===== config.mk =====
export PLATFORM = sky130hd
export DESIGN_NAME = pipo_univ_shift
export DESIGN_NICKNAME = d
export VERILOG_FILES = /design/src/rtl/pipo_univ_shift.sv
export SDC_FILE = /design/constraint.sdc
export NUM_CORES = 1
export LEC_CHECK = 0
export ABC_AREA = 0
export CORE_UTILIZATION = 35
export DETAILED_ROUTE_END_ITERATION = 10
export PLACE_DENSITY = 0.62
export SETUP_SLACK_MARGIN = 0.3
export SYNTH_ARGS = -nofsm -noshare
export SYNTH_HDL_FRONTEND = slang
export SYNTH_SLANG_ARGS = --single-unit

===== constraint.sdc =====
create_clock -name clk -period 1.7 [get_ports clk]
set_input_delay 0.34 -clock clk [delete_from_list [all_inputs] [get_ports clk]]
set_output_delay 0.34 -clock clk [all_outputs]
set_load 0.02 [all_outputs]

===== src/rtl/pipo_univ_shift.sv =====
// pipo_univ_shift: parallel-in/parallel-out universal shift register with an LSB-first serialize burst
module pipo_univ_shift #(
    parameter int               WIDTH   = 8,
    parameter logic [WIDTH-1:0] RST_VAL = '0
) (
    input  logic             clk,
    input  logic             rst,
    input  logic             en,
    input  logic [2:0]       mode,
    input  logic             start,
    input  logic [WIDTH-1:0] pi,
    input  logic             sin_l,
    input  logic             sin_r,
    output logic [WIDTH-1:0] po,
    output logic             sout,
    output logic             busy,
    output logic             done
);
    localparam int CW = $clog2(WIDTH);

    typedef enum logic {IDLE, SHIFT} state_t;

    state_t          state;
    logic [CW-1:0]   cnt;
    logic [WIDTH-1:0] nxt;

    assign sout = po[0];

    // idle-state mode decode: value po takes when en is high and no burst is requested
    always_comb begin
        nxt = po;
        case (mode)
            3'b001:  nxt = pi;
            3'b010:  nxt = {po[WIDTH-2:0], sin_l};
            3'b011:  nxt = {sin_r, po[WIDTH-1:1]};
            3'b100:  nxt = {po[WIDTH-2:0], po[WIDTH-1]};
            3'b101:  nxt = {po[0], po[WIDTH-1:1]};
            3'b110:  nxt = ~po;
            3'b111:  nxt = '0;
            default: nxt = po;
        endcase
    end

    // burst FSM and data register; start wins over mode in IDLE, everything but sin_r is ignored in SHIFT
    always_ff @(posedge clk or posedge rst) begin
        if (rst) begin
            state <= IDLE;
            cnt   <= '0;
            po    <= RST_VAL;
            busy  <= 1'b0;
            done  <= 1'b0;
        end else if (state == IDLE) begin
            done <= 1'b0;
            if (start) begin
                po    <= pi;
                cnt   <= CW'(WIDTH - 1);
                state <= SHIFT;
                busy  <= 1'b1;
            end else if (en) begin
                po <= nxt;
            end
        end else begin
            po <= {sin_r, po[WIDTH-1:1]};
            if (cnt == '0) begin
                state <= IDLE;
                busy  <= 1'b0;
                done  <= 1'b1;
            end else begin
                cnt <= cnt - 1'b1;
            end
        end
    end
endmodule

==> impl_results.md <==
- Most frequent cells after synthesis: 16 x nor2_1, 14 x dfrtp_1, 10 x nand2_1
- Vias per Instance: 5.42
- Worst EP required: 1.36 ns
- Max clock buf depth: 2
- Sequential area share after synthesis: 0.361
- CTS Root Cell: clkbuf_4
- Tightest Hold Check Type: in2async
- Die width: 54.7 um
- Worst setup SP type: flop
- Vias: 949
- Syn Inst Count: 107
- Final Max Slew Viols: 0
- Synthesis-stage register bit count: 14
- Nets: 166
- Antenna viol nets, final: 0
- Largest net degree at the start of global routing: 15
- Tot Pwr: 2.09 mW
- Synth Cell Area: 971 um^2
- Layout area overhead: 40.9%
- Max_cap viols: 0
- Clock latency at the later pin of the worst-skew pair: 0.28 ns
- Total CTS buffers: 3
- Final WL: 2.58 mm
- Worst Max-Slew Pin Slew: 0.566 ns
- Vias in the first global route: 913
- Synth Warn #: 0
- PwrDens: 1530 nW/um^2
- Buf/Inv on CP: 1
- Syn Area/Cell: 9.07 um^2
- CP Cell Sequence: dlygate4sd2_1
- Most numerous cell in the Yosys netlist: nor2_1
- Syn Nets: 126
- Hold Vio Cnt, Final: 0
- Yosys cell types: 27
- Comb power frac: 0.553
- Sequential share of power: 0.355
- Core Region: 2540 um^2
- RSZ-0062 raised after global routing: no
- Switching part of the total power: 0.450
- Final setup viols: 0
- WP data arrival: 1.02 ns
- Initial DRC count: 14
- Share of layout cells above drive strength 1: 0.276
- Clock-pin slew on the worst setup and hold paths: 0.09 ns
- Fin crit share: 0.801
- CP max stage cell: dfrtp_1
- Layout filler cell count: 249
- Max Fanout on Critical Path: 2
- Clock skew after layout: 0.00990 ns
- P_leak: 0.618 nW
- Wire per inst: 14.8 um
- Port buffer count: 27
- Sw power: 0.943 mW
- Internal power: 1.15 mW
- Setup WS post-layout: 0.339 ns
- Detailed placer's ending HPWL: 1.88 mm
- Area of the multi-input gates: 561 um^2
- IO Count: 28
- Grt ovf: 0
- IR drop worst, VDD: 0.971 mV
- Peak Freq: 0.735 GHz
- CTS sink cnt: 14
- Status: finished, final reports clean
- Top_reg_cell synth: dfrtp_1
- Post-synth top area share: 0.361
- Number of synthesized flops with an enable pin: 0
- Clock Power Share: 0.092
- Register area: 357 um^2
- Die height: 54.7 um
- Slew HR: 0.622
- Initial antenna violation count: 0
- Setup Crit Path Kind: reg2out
- Design Area, Final: 1370 um^2
- Critical Path Max Stage Delay: 0.41 ns
- Fin crit period: 1.36 ns
- Global-route wire length before repair: 4.19 mm
- # rows: 18
- Pre-CTS WS: -0.271 ns
- Cell taking the most area after synthesis: dfrtp_1
- Crit path max-delay family: flip-flops
- Routability cong.: 0.829
- H-tree Lvls: 1
- GRT Total Usage: 0.196
- # DRC: 0
- Die ar.: 2990 um^2
- Number of inserted diodes: 0
- Asr flop ratio synth: 1.00
- Drt pass-1 iters: 4
- CTS tree: built
- Largest cells by area after synthesis: dfrtp_1 36%, mux2i_1 8.2%, o221ai_1 8.1%, nor2_1 6.2%, a31oi_1 5.8%
- Crit path capture type: output pin
- Initial Util: 0.382
- Placed instance area: 1310 um^2
-- state kept, by name, summed over array words and instances (netlist names) --
name,flops
po,8
busy,1
state,1
done,1
cnt,3
-- metrics by stage --
step                setup TNS, ns  instances  hold WS (ns)   util
finish                          0        175         0.399  0.537
global route                    0        175         0.481  0.537
CTS                             0        174         0.419  0.533
detailed placement          -1.83        169         0.508  0.513
global placement            -1.69        169         0.497  0.513
floorplan                       0        107         0.229      -
-- path summary, 6_finish.rpt --
kind,from,to,slack (ns),cells after the start
max,po[1],po[1],0.34,1
min,rst,po[1],0.40,2
max reg2reg,cnt[0],cnt[1],0.40,6
min reg2reg,done,done,0.50,2
max in group asynchronous,rst,po[0],0.89,2
min in group clk,done,done,0.50,2
-- cells by family after synthesis --
kind of cell	after synthesis	synth area share
adders and majority gates	2	0.0258
and+or+nand+nor	33	0.160
DFF	14	0.361
buffers and inverters	14	0.0966
xor gates and xnor gates	2	0.0180
AOI/OAI and AO/OA	34	0.256
muxes	8	0.0825
-- per-layer routing --
layer	up-vias	GRT usage	routed length (um)
met5	-	0	0
met4	0	0.0171	0
met3	0	0.0528	93
met2	25	0.365	1350
met1	452	0.228	1140
li1	472	-	-
-- power by group through the flow --
stage | sequential, mW | clock [mW] | combinational [mW]
floorplan | 0.812 | 0 | 0.601
global placement | 0.725 | 0 | 1.17
detailed placement | 0.735 | 0 | 1.21
CTS | 0.726 | 0.204 | 1.17
global route | 0.774 | 0.208 | 1.29
finish | 0.743 | 0.193 | 1.16
-- placed cells by master, fill, tap and decap left out, drive strengths merged, types with 2 or more instances in the layout --
cell	Yosys	routed
nor2	16	16
buf	6	15
dfrtp	14	14
clkdlybuf4s50	0	12
nand2	11	11
a31oi	9	9
o221ai	9	9
mux2i	8	8
clkbuf	2	7
o211ai	6	6
clkdlybuf4s15	0	6
inv	5	5
a21oi	4	4
dlygate4sd2	0	4
nand3b	3	3
ha	2	2
o21ba	1	2
xnor2	2	2
-- final cells by class --
class,instances,share of cell area
Timing Repair Buffer,42,0.269
Multi-Input combinational cell,80,0.410
Inverter,6,0.0165
Sequential cell,14,0.261
Tap cell,30,0.0274
Clock buffer,3,0.0165
-- worst register-to-register path, stage by stage (launching register included) --
cell and delay (ns):
dfrtp_1 0.38, inv_1 0.12, ha_1 0.22, nor2b_4 0.20, a21oi_1 0.10, nor2_1 0.10
a31oi_1 0.05
-- timing repair --
| item | in CTS | in global routing |
|---|---|---|
| setup endpoints to repair | 20 | 9 |
| endpoints found under the hold margin | 0 | 0 |
| gates cloned | 0 | 1 |
| buffers inserted | 2 | 0 |
| gates resized for setup | 30 | 15 |
| pin swaps | 1 | 0 |
| hold buffers | 0 | 0 |
(Power assumes the default switching activity.)
